`src/rtl/alu_arbiter_pkg.sv`:
```
// Shared definitions for the two-requester ALU arbiter: opcodes, FSM state
// constants and the default datapath width.
package alu_arbiter_pkg;

    localparam int NBITS_DEFAULT = 8;

    localparam logic [2:0] OP_ADD     = 3'd0;
    localparam logic [2:0] OP_SUB     = 3'd1;
    localparam logic [2:0] OP_SRL     = 3'd2;
    localparam logic [2:0] OP_SLL     = 3'd3;
    localparam logic [2:0] OP_LT      = 3'd4;
    localparam logic [2:0] OP_EQ      = 3'd5;
    localparam logic [2:0] OP_GT      = 3'd6;
    localparam logic [2:0] OP_INVALID = 3'd7;

    localparam logic ST_IDLE = 1'b0;
    localparam logic ST_HOLD = 1'b1;

endpackage

```
`src/rtl/alu_arbiter_2req_alu8_datapath.sv`:
```
// Purely combinational unsigned ALU shared by both requesters.
module alu8_datapath
    import alu_arbiter_pkg::*;
#(
    parameter int NBITS = NBITS_DEFAULT
) (
    input  logic [NBITS-1:0] in0,
    input  logic [NBITS-1:0] in1,
    input  logic [2:0]       op,
    output logic [NBITS-1:0] out
);

    // Shifts use the full operand as the amount, so large amounts naturally yield 0.
    always_comb begin
        out = '0;
        case (op)
            OP_ADD:  out = in0 + in1;
            OP_SUB:  out = in0 - in1;
            OP_SRL:  out = in0 >> in1;
            OP_SLL:  out = in0 << in1;
            OP_LT:   out = {{(NBITS-1){1'b0}}, (in0 < in1)};
            OP_EQ:   out = {{(NBITS-1){1'b0}}, (in0 == in1)};
            OP_GT:   out = {{(NBITS-1){1'b0}}, (in0 > in1)};
            default: out = '0;
        endcase
    end

endmodule

```
`src/rtl/alu_arbiter_2req.sv`:
```
// Round-robin arbiter sharing one ALU between two val/rdy requesters with a
// single registered result slot. Optional counters via ALU_ARBITER_2REQ_STATS_EN.
module alu_arbiter_2req
    import alu_arbiter_pkg::*;
#(
    parameter int NBITS = NBITS_DEFAULT
`ifdef ALU_ARBITER_2REQ_STATS_EN
    ,
    parameter int CNT_BITS = 16
`endif
) (
    input  logic             clk,
    input  logic             reset,
    input  logic             req0_val,
    output logic             req0_rdy,
    input  logic [NBITS-1:0] req0_in0,
    input  logic [NBITS-1:0] req0_in1,
    input  logic [2:0]       req0_op,
    input  logic             req1_val,
    output logic             req1_rdy,
    input  logic [NBITS-1:0] req1_in0,
    input  logic [NBITS-1:0] req1_in1,
    input  logic [2:0]       req1_op,
    output logic             resp0_val,
    input  logic             resp0_rdy,
    output logic             resp1_val,
    input  logic             resp1_rdy,
    output logic [NBITS-1:0] resp_data
`ifdef ALU_ARBITER_2REQ_STATS_EN
    ,
    output logic [CNT_BITS-1:0] stat_cnt0,
    output logic [CNT_BITS-1:0] stat_cnt1
`endif
);

    logic             state;
    logic             own;
    logic             prio;
    logic [NBITS-1:0] result_q;

    logic             grant_any;
    logic             grant;
    logic             resp_fire;
    logic             slot_free;
    logic             req_fire;
    logic [NBITS-1:0] alu_in0;
    logic [NBITS-1:0] alu_in1;
    logic [2:0]       alu_op;
    logic [NBITS-1:0] alu_out;

    // The priority pointer only breaks ties; a lone requester always wins.
    always_comb begin
        grant_any = req0_val | req1_val;
        grant     = 1'b0;
        if (req0_val && req1_val) begin
            grant = prio;
        end else if (req1_val) begin
            grant = 1'b1;
        end
    end

    assign resp0_val = (state == ST_HOLD) && !own;
    assign resp1_val = (state == ST_HOLD) && own;
    assign resp_fire = (resp0_val && resp0_rdy) || (resp1_val && resp1_rdy);

    // Draining the slot this cycle frees it for a new issue in the same cycle.
    assign slot_free = !reset && ((state == ST_IDLE) || resp_fire);
    assign req0_rdy  = slot_free && grant_any && !grant;
    assign req1_rdy  = slot_free && grant_any && grant;
    assign req_fire  = (req0_val && req0_rdy) || (req1_val && req1_rdy);

    assign alu_in0 = grant ? req1_in0 : req0_in0;
    assign alu_in1 = grant ? req1_in1 : req0_in1;
    assign alu_op  = grant ? req1_op  : req0_op;

    alu8_datapath #(
        .NBITS(NBITS)
    ) u_alu (
        .in0(alu_in0),
        .in1(alu_in1),
        .op (alu_op),
        .out(alu_out)
    );

    always_ff @(posedge clk) begin
        if (reset) begin
            state    <= ST_IDLE;
            own      <= 1'b0;
            prio     <= 1'b0;
            result_q <= '0;
        end else if (req_fire) begin
            state    <= ST_HOLD;
            own      <= grant;
            prio     <= ~grant;
            result_q <= alu_out;
        end else if (resp_fire) begin
            state    <= ST_IDLE;
        end
    end

    assign resp_data = result_q;

`ifdef ALU_ARBITER_2REQ_STATS_EN
    localparam logic [CNT_BITS-1:0] CNT_ONE = {{(CNT_BITS-1){1'b0}}, 1'b1};

    // Counters stick at all-ones rather than wrapping.
    always_ff @(posedge clk) begin
        if (reset) begin
            stat_cnt0 <= '0;
            stat_cnt1 <= '0;
        end else begin
            if (resp0_val && resp0_rdy && (stat_cnt0 != '1)) begin
                stat_cnt0 <= stat_cnt0 + CNT_ONE;
            end
            if (resp1_val && resp1_rdy && (stat_cnt1 != '1)) begin
                stat_cnt1 <= stat_cnt1 + CNT_ONE;
            end
        end
    end
`endif

endmodule

```
`config.mk`:
```
export PLATFORM = sky130hd
export DESIGN_NAME = alu_arbiter_2req
export DESIGN_NICKNAME = d
export VERILOG_FILES = /design/src/rtl/alu_arbiter_pkg.sv /design/src/rtl/alu_arbiter_2req_alu8_datapath.sv /design/src/rtl/alu_arbiter_2req.sv
export SDC_FILE = /design/constraint.sdc
export NUM_CORES = 1
export LEC_CHECK = 0
export CORE_UTILIZATION = 52
export DETAILED_ROUTE_END_ITERATION = 7
export PLACE_DENSITY = 0.83
export SYNTH_ARGS = -nofsm -noshare
export SYNTH_HDL_FRONTEND = slang
export SYNTH_SLANG_ARGS = --single-unit
```
`constraint.sdc`:
```
create_clock -name clk -period 3.7 [get_ports clk]
set_input_delay 0.74 -clock clk [delete_from_list [all_inputs] [get_ports clk]]
set_output_delay 0.74 -clock clk [all_outputs]
set_load 0.01 [all_outputs]
```
---- Word level (Yosys, flattened, before mapping) ----
Cells that the tools add are included.
storage, ports and cells
  flip-flop bits (word level) ............. 11
  latch bits .............................. 0
  bits in writable memories ............... 0
  memory bits (read-only) ................. 0
  word-level logic and storage cells ...... 47
  memories kept ........................... 0
cells by class
  $add $sub $neg .......................... 2
  $mul .................................... 0
  div/mod/pow operators ................... 0
  $lt $le $gt $ge ......................... 2
  eq/ne operators ......................... 7
  shifts and indexed selects .............. 2
  mux-type cells .......................... 8
  bitwise operators ....................... 3
  reductions and logical operators ........ 19
operators by type and width
  operator                                        count
  one-hot mux 8 bit (7 select lines)              1
  two-way mux 8 bit                               2
  logical AND 1 bit                               11
  == test 3 bit (second input constant)           3
  adder 8 bit                                     1
  == test 8 bit                                   1
  greater-than comparator 8 bit                   1
  less-than comparator 8 bit                      1
  << shifter 8 x 8 -> 8 bit                       1
  right shift 8 x 8 -> 8 bit                      1
  subtractor 8 bit                                1
  == test 3 x 2 -> 1 bit (second input constant)  2
  two-way mux 1 bit                               4
  == test 3 x 1 -> 1 bit (second input constant)  1
  logical NOT 1 bit                               3
  logical NOT 3 bit                               1
  logical OR 1 bit                                3
  two-way mux 3 bit                               1
  NOT 1 bit                                       2
  nonzero test 2 bit                              1
  OR 1 bit                                        1

---- Depth between registers and ports, before layout ----
Gate-level depths: netlist of run 1.
  depth after elaboration ................. 11
  gate-level depth with buffers ........... 16

---- Cells and area by module ----
From an unflattened synthesis of run 1, not the netlist that was laid out.
unflattened totals
  cell total of the unflattened synthesis .. 288
  area, all modules ....................... 2,168.3 sq um
modules (own cells, without submodules)
  module            instances  cells an instance  area each (sq um)  seq. area each (sq um)
  alu8_datapath     1          187                1,262.5            0.0
  alu_arbiter_2req  1          101                905.9              220.2

---- Worst setup path before layout of run 1 ----
No wires, ideal clock.
  kind .................................... in2reg
  from .................................... in req0_val
  to ...................................... reg result_q[7] (netlist: resp_data[7])
  setup time .............................. 122 ps
  arrival ................................. 3,361 ps
  required time ........................... 3,578 ps
  slack ................................... 217 ps
  stages .................................. 15
  path buffers ............................ 4
  cells stage by stage .................... nand2b_1 > buf_4 > nand2_8 > buf_4 > buf_2 > buf_1 > o21ai_0 > ha_1 > and2_1 > o21ai_0 > o311a_1 > or4_1 > o211ai_2 > xnor2_1 > a221o_1
on the way
  word-level cells in the longest chain between the ends .. 6
ends and longest elaborated chain
  item                                                      RTL line                text
  start: declaration                                        alu_arbiter_2req.sv:14  input logic req0_val,
  branches (longest 6 deep; another with subtractor 8 bit)  --
  end signal: assignment                                    alu_arbiter_2req.sv:95  result_q <= alu_out;
  end: declaration                                          alu_arbiter_2req.sv:39  logic [NBITS-1:0] result_q;
Parallel ways; which one is timed is not known.
A chain may end at the register's enable or synchronous reset.

---- Final worst setup path of run 1 ----
  from .................................... in req0_val
  to ...................................... out req0_rdy
on the way
  word-level cells in the longest chain between the ends .. 4
ends and longest elaborated chain
  item                 RTL line                text
  logical AND 1 bit    alu_arbiter_2req.sv:55  if (req0_val && req1_val) begin
  two-way mux 1 bit    alu_arbiter_2req.sv:55
  logical NOT 1 bit    alu_arbiter_2req.sv:68  assign req0_rdy = slot_free && grant_any && !grant;
  logical AND 1 bit *  alu_arbiter_2req.sv:68
  end: declaration     alu_arbiter_2req.sv:15  output logic req0_rdy,
Mark *: on every way between the ends. The rest lies on a longest branch, timed or not.

==> metrics, run 1 <==
hold path startpoint state$_SDFFE_PP0P_; Routability Congestion 0.9951; RSZ-0062 raised after global routing false; num rows 24; Synth Register Bits 11; final hold violation count 0; number of enable flip-flop cells after synthesis 0; core box area 0.004414 sq mm; Peak Freq approximately 0.29 GHz; IO Port Bufs 55; Post-CTS Setup Inserts 0; Peak VDD IR approximately 0.18 mV; final net count between 500 and 600; pin count of the biggest net entering global routing 19; Overall Power between 700 and 800 uW; Yosys warnings 0; Layout Skew 3.951 ps; Slew Limit Fails 0; Setup Viol. Count Final 0; LEAKAGE ~0.0014 uW; share of post-route cells with drive strength above 1 0.1538; worst skew pair latency 240 ps; via count 3162; routed len/inst between 15 and 20 um; reg2reg start prio$_SDFFE_PP0P_; Critical Path Max Stage Delay 590 ps; clock sinks 11; initial antenna violation count 0; CP max-delay cell clkdlybuf4s50_1; WL met2 3.871 mm; Max H-tree Level 1; Worst Path Arrival 2760 ps; WL met3 roughly 730 um; Startpoint Class primary input; most frequent cells in the layout clkdlybuf4s50_1 (55), buf_4 (50), nand2_1 (49); WP data required 2960 ps; Hold Worst Slack 484.7 ps; initial drt markers about 310; drt total wl 8.587 mm; actual slew at the worst max-slew pin 675.5 ps; CP Max Fanout 9; Tcrit/Tclk final 0.9448; Clock Tree Buf Depth 2; placed insts 490; DP Wirelength 7.210 mm; Synth Net Count slightly above 400; final antenna-violating net count 0; Finished Layout Cells just under 500; P per Cell Area 232.4 mW/mm^2; # diodes 0; Netlist Area Pre-Place 0.002430 sq mm; die span in x 70.36 um; GRT Total Usage 0.3576; beginning of the critical path req0_val; Num CTS Buffers 3; vias in the first global route 2954; register area share after synthesis 0.09063; status complete, no violations; Yosys cell types slightly above 70; Reg clk slew, reported paths 50 ps; WL met1 3.572 mm; Synth Instances 351; Post-CTS Hold Buffers 0; first-pass GRT wire length roughly 14 mm; CTS resizes 0; crit path time final 3496 ps; share of flip-flops with an asynchronous set or reset 0; Area Growth Syn to Fin 39.13%; Initial Util 0.5505; setup TNS 0 ps; Max-Cap Viols 0; DR vias/cell ~6.4; Slew headroom 0.5458; commonest non-fill, non-tap cell in the layout clkdlybuf4s50_1; crit-path cells clkdlybuf4s50_1 -> nor2b_4 -> nor2_2 -> buf_4 -> buf_4 -> nor3_1 -> clkdlybuf4s50_1; 1st-pass router iterations 5; Crit. End Element output pin; Root Buffer clkbuf_8; max layer used met4; chip height 70.36 um; CTS tree yes; die area 0.004950 sq mm; Congestion Overflow GR 0; critical path type primary input to output pin; Synth Area per Inst 6.923 sq um; Primary FF master, synth dfxtp_1; DRC errors left 0; Ports 56; Hold Path Class flip-flop to flip-flop
-- cells by family after synthesis --
logic type | count (synthesis) | share of synthesized area
xor+xnor | 11 | 0.03965
mux | 25 | 0.1050
buf+inv | 41 | 0.07157
fa+ha+maj | 14 | 0.07518
simple gates | 132 | 0.2837
flops | 11 | 0.09063
compound gates | 117 | 0.3342
-- critical path, delay by kind of cell --
family	cells	cell delay [ps]
AND/OR/NAND/NOR	3	600
buffers and inverters	4	1410
-- cells in the mapped netlist (all sizes together) (3+ instances only) --
cell type  count  area [sq um]
a31oi          8         50.05
a211oi         7         57.55
nor2          15         58.81
buf            9         52.54
nand2b         9         56.30
a21oi         27         138.9
o22a           3         26.28
o22ai          6         37.54
nand3b         4         30.03
xnor2          7         61.31
a221o          3         30.03
or4            4         30.03
o21ai         20         100.1
o211ai         4         35.03
dfxtp         11         220.2
a22oi          8         60.06
nor3           9         50.05
nor4           3         18.77
and2           6         37.54
clkbuf         9         35.03
ha            13         162.7
nand3         13         65.06
a311oi         4         41.29
a21o           3         22.52
nor2b          8         57.55
mux2i         24         244.0
o31ai          6         50.05
nand2         50         204.0
inv           22         82.58
xor2           4         35.03
-- layer usage --
| metal | up-vias | GRT usage |
|---|---|---|
| met2 | 194 | 0.5820 |
| met5 | - | 0 |
| li1 | 1492 | - |
| met1 | 1446 | 0.4621 |
| met4 | 0 | 0.1889 |
| met3 | 30 | 0.03463 |
-- worst paths after layout --
check	slack, ps	to	cells past startpoint
setup / recovery	200	req0_rdy	7
hold / removal	480	state$_SDFFE_PP0P_	2
setup reg to reg	730	resp_data[0]$_SDFFE_PP0P_	13
hold reg to reg	480	state$_SDFFE_PP0P_	2
-- sequential cells by signal, indices dropped and copies added, names as in the netlist --
| register | count |
|---|---|
| resp_data | 8 |
| own | 1 |
| prio | 1 |
| state | 1 |
-- final cells by class --
class,instances,area (sq um)
clock buffer,4,45.04
fill,356,1033
inverter,23,86.33
multi-input combinational,299,2038
sequential,11,220.2
tap,52,65.06
timing repair buffer,105,925.9
-- stage by stage --
stage,cell area (sq um),util,setup WS [ps]
5_1_grt,3381,0.7659,14.80
2_1_floorplan,2430,-,217.3
6_report,3381,0.7659,204.2
3_5_place_dp,3333,0.7551,-139.5
3_3_place_gp,3333,0.7551,-43.53
4_1_cts,3378,0.7653,81.39
-- report_power, final --
group	leakage, uW	internal [uW]	switching (uW)	total, uW
registers	0.0000899	127	6.68	134
logic	0.00131	250	281	531
clock network	0.0000228	75.6	45.2	121
Note: power is estimated with default switching activity, not from simulation.
==> run 2, diff against run 1 <==
Settings changed: CTS_CLUSTER_SIZE set to 40.
==> results of run 2 <==
No change in the layout: final DEF, timing and power equal those of run 1.
==> run 3, diff against run 2 <==
Settings changed: CORE_MARGIN set to 1.5, GPL_ROUTABILITY_DRIVEN set to 1.
==> run 3 against run 2 <==
Effect of this change:
- final cell count down 0.40%
- design area down 0.44%
- fmax down 3.0%
- hold slack worse by 9.9 ps
- global-route usage down 2.4 points
- sequential power about the same
- first-iteration DRC count down 17%
- non-clock buffer count down 2
- clock-buffer cell count unchanged
- sequential share of layout area about the same
- clock skew about the same
- critical endpoint is now resp_data[0]$_SDFFE_PP0P_
- highest routed layer unchanged
==> metrics, run 3 (synthesis results as in run 1) <==
reg2reg start prio$_SDFFE_PP0P_; reg2reg setup slack 620 ps (-110 ps); DRC errors left 0 (unchanged); Fillers 339 (-4.8%); Post-CTS Setup Inserts 0 (unchanged); core box area 0.004414 sq mm (unchanged); final hold violation count 0 (unchanged); routed len/inst 17.62 um (+1.3%); Slew Limit Fails 0 (unchanged); P per Cell Area 233.7 mW/mm^2 (+0.55%); 1st-pass router iterations 5 (unchanged); max reg flops 8 (unchanged); hold path startpoint resp_data[3]$_SDFFE_PP0P_; clock sinks 11 (unchanged); CTS tree yes; Num CTS Buffers 3 (unchanged); IO Port Bufs 55 (unchanged); crit path time final 3605 ps (+109.3 ps); Setup Viol. Count Final 0 (unchanged); Layout Skew 3.490 ps (-0.4604 ps); WP data required 3820 ps (+860 ps); share of post-route cells with drive strength above 1 0.1500 (-0.003846); Max H-tree Level 1 (unchanged); chip height 71.36 um (+1.4%); Tcrit/Tclk final 0.9744 (+0.02955); Worst Path Arrival 3720 ps (+960 ps); DP Wirelength 7.225 mm (+0.21%); DP Area 0.003318 sq mm (-0.45%); Routability Congestion 0.9779 (-1.7%); DR vias/cell 6.419 (+0.28%); first-pass GRT wire length 13.60 mm (-4.3%); pin count of the biggest net entering global routing 19 (unchanged); Post-CTS Hold Buffers 0 (unchanged); Crit. End Element flip-flop; Area Growth Syn to Fin 38.52%; commonest non-fill, non-tap cell in the layout clkdlybuf4s50_1; GRT Total Usage 0.3337 (-0.02387); RSZ-0062 raised after global routing true; critical path type primary input to flip-flop; Slew headroom 0.5611 (+0.01531); Initial Util 0.5505 (unchanged); beginning of the critical path req0_val; Startpoint Class primary input; initial antenna violation count 0 (unchanged); Clock Tree Buf Depth 2 (unchanged); pre-CTS setup slack -173.0 ps (-33.55 ps); actual slew at the worst max-slew pin 652.7 ps (-22.77 ps); Ports 56 (unchanged); drt total wl 8.667 mm (+0.93%); CP Max Fanout 5 (-4); final antenna-violating net count 0 (unchanged); num rows 24 (unchanged); final net count 499 (-0.40%); via count 3158 (-0.13%); vias in the first global route 2835 (-4.0%); Peak Freq 0.2774 GHz (-3.0%); CTS resizes 0 (unchanged); Hold Path Class flip-flop to flip-flop; Root Buffer clkbuf_8; Reg clk slew, reported paths 50 ps (about the same); # diodes 0 (unchanged); Peak VDD IR 0.1136 mV (-37%); die span in x 71.36 um (+1.4%); Final WS setup 94.87 ps (-109.3 ps); die area 0.005092 sq mm (+2.9%); Max-Cap Viols 0 (unchanged); final non-filler cell area 0.003366 sq mm (-0.44%); worst skew pair latency 240 ps (about the same); status complete, no violations; initial drt markers 258 (-17%); Congestion Overflow GR 0 (unchanged); LEAKAGE 0.001414 uW (-0.74%); most frequent cells in the layout clkdlybuf4s50_1 (55), nand2_1 (49), buf_4 (48)
run 3: cell types whose count changed in the layout (fill, tap and decap cells not counted), sizes merged:
cell | before | now
buf | 50 | 48
run 3: where the power goes:
group	switching, uW	internal (uW)
Clock	48.1	75.9
Combinational	280	249
Sequential	6.84	127
run 3: layout make-up:
class	count	area (sq um)	area share
timing repair buffer	103	910.9	0.2706
inverter	23	86.33	0.02565
multi-input combinational	299	2038	0.6056
sequential	11	220.2	0.06543
tap	52	65.06	0.01933
clock buffer	4	45.04	0.01338
run 3: stage by stage:
stage	total power, uW	util	std cells	TNS [ps]	hold WS [ps]
floorplan	433.1	-	351	0	454.6
global placement	643.9	0.7517	488	-119.6	459.3
detailed placement	650.2	0.7517	488	-335.2	465.0
CTS	776.0	0.7619	492	0	476.5
global route	832.5	0.7625	492	-38.72	511.2
finish	786.6	0.7625	492	0	474.8
run 3: worst paths after layout:
kind,to,depth (start not counted)
worst max-delay path,resp_data[0]$_SDFFE_PP0P_,13
worst min-delay path,resp_data[3]$_SDFFE_PP0P_,2
worst max register to register,resp_data[0]$_SDFFE_PP0P_,13
worst min register to register,resp_data[3]$_SDFFE_PP0P_,2
run 3: routing by layer:
layer	share of wire	routed length, um	track usage	vias up
li1	-	-	-	1491
met1	0.41	3532	0.4237	1414
met2	0.45	3916	0.5720	209
met3	0.086	747	0.02672	44
met4	0.054	471	0.1551	0
met5	0	0	0	-
run 3: worst max-delay path: stages:
cell and delay (ps):
clkdlybuf4s50_1 530, nor2b_4 250, nor3_1 90, a21o_1 190, ha_1 300, inv_1 50
ha_1 190, a311o_1 310, a311oi_2 350, o31ai_2 120, a41oi_2 230, mux2i_1 290
a211oi_2 100
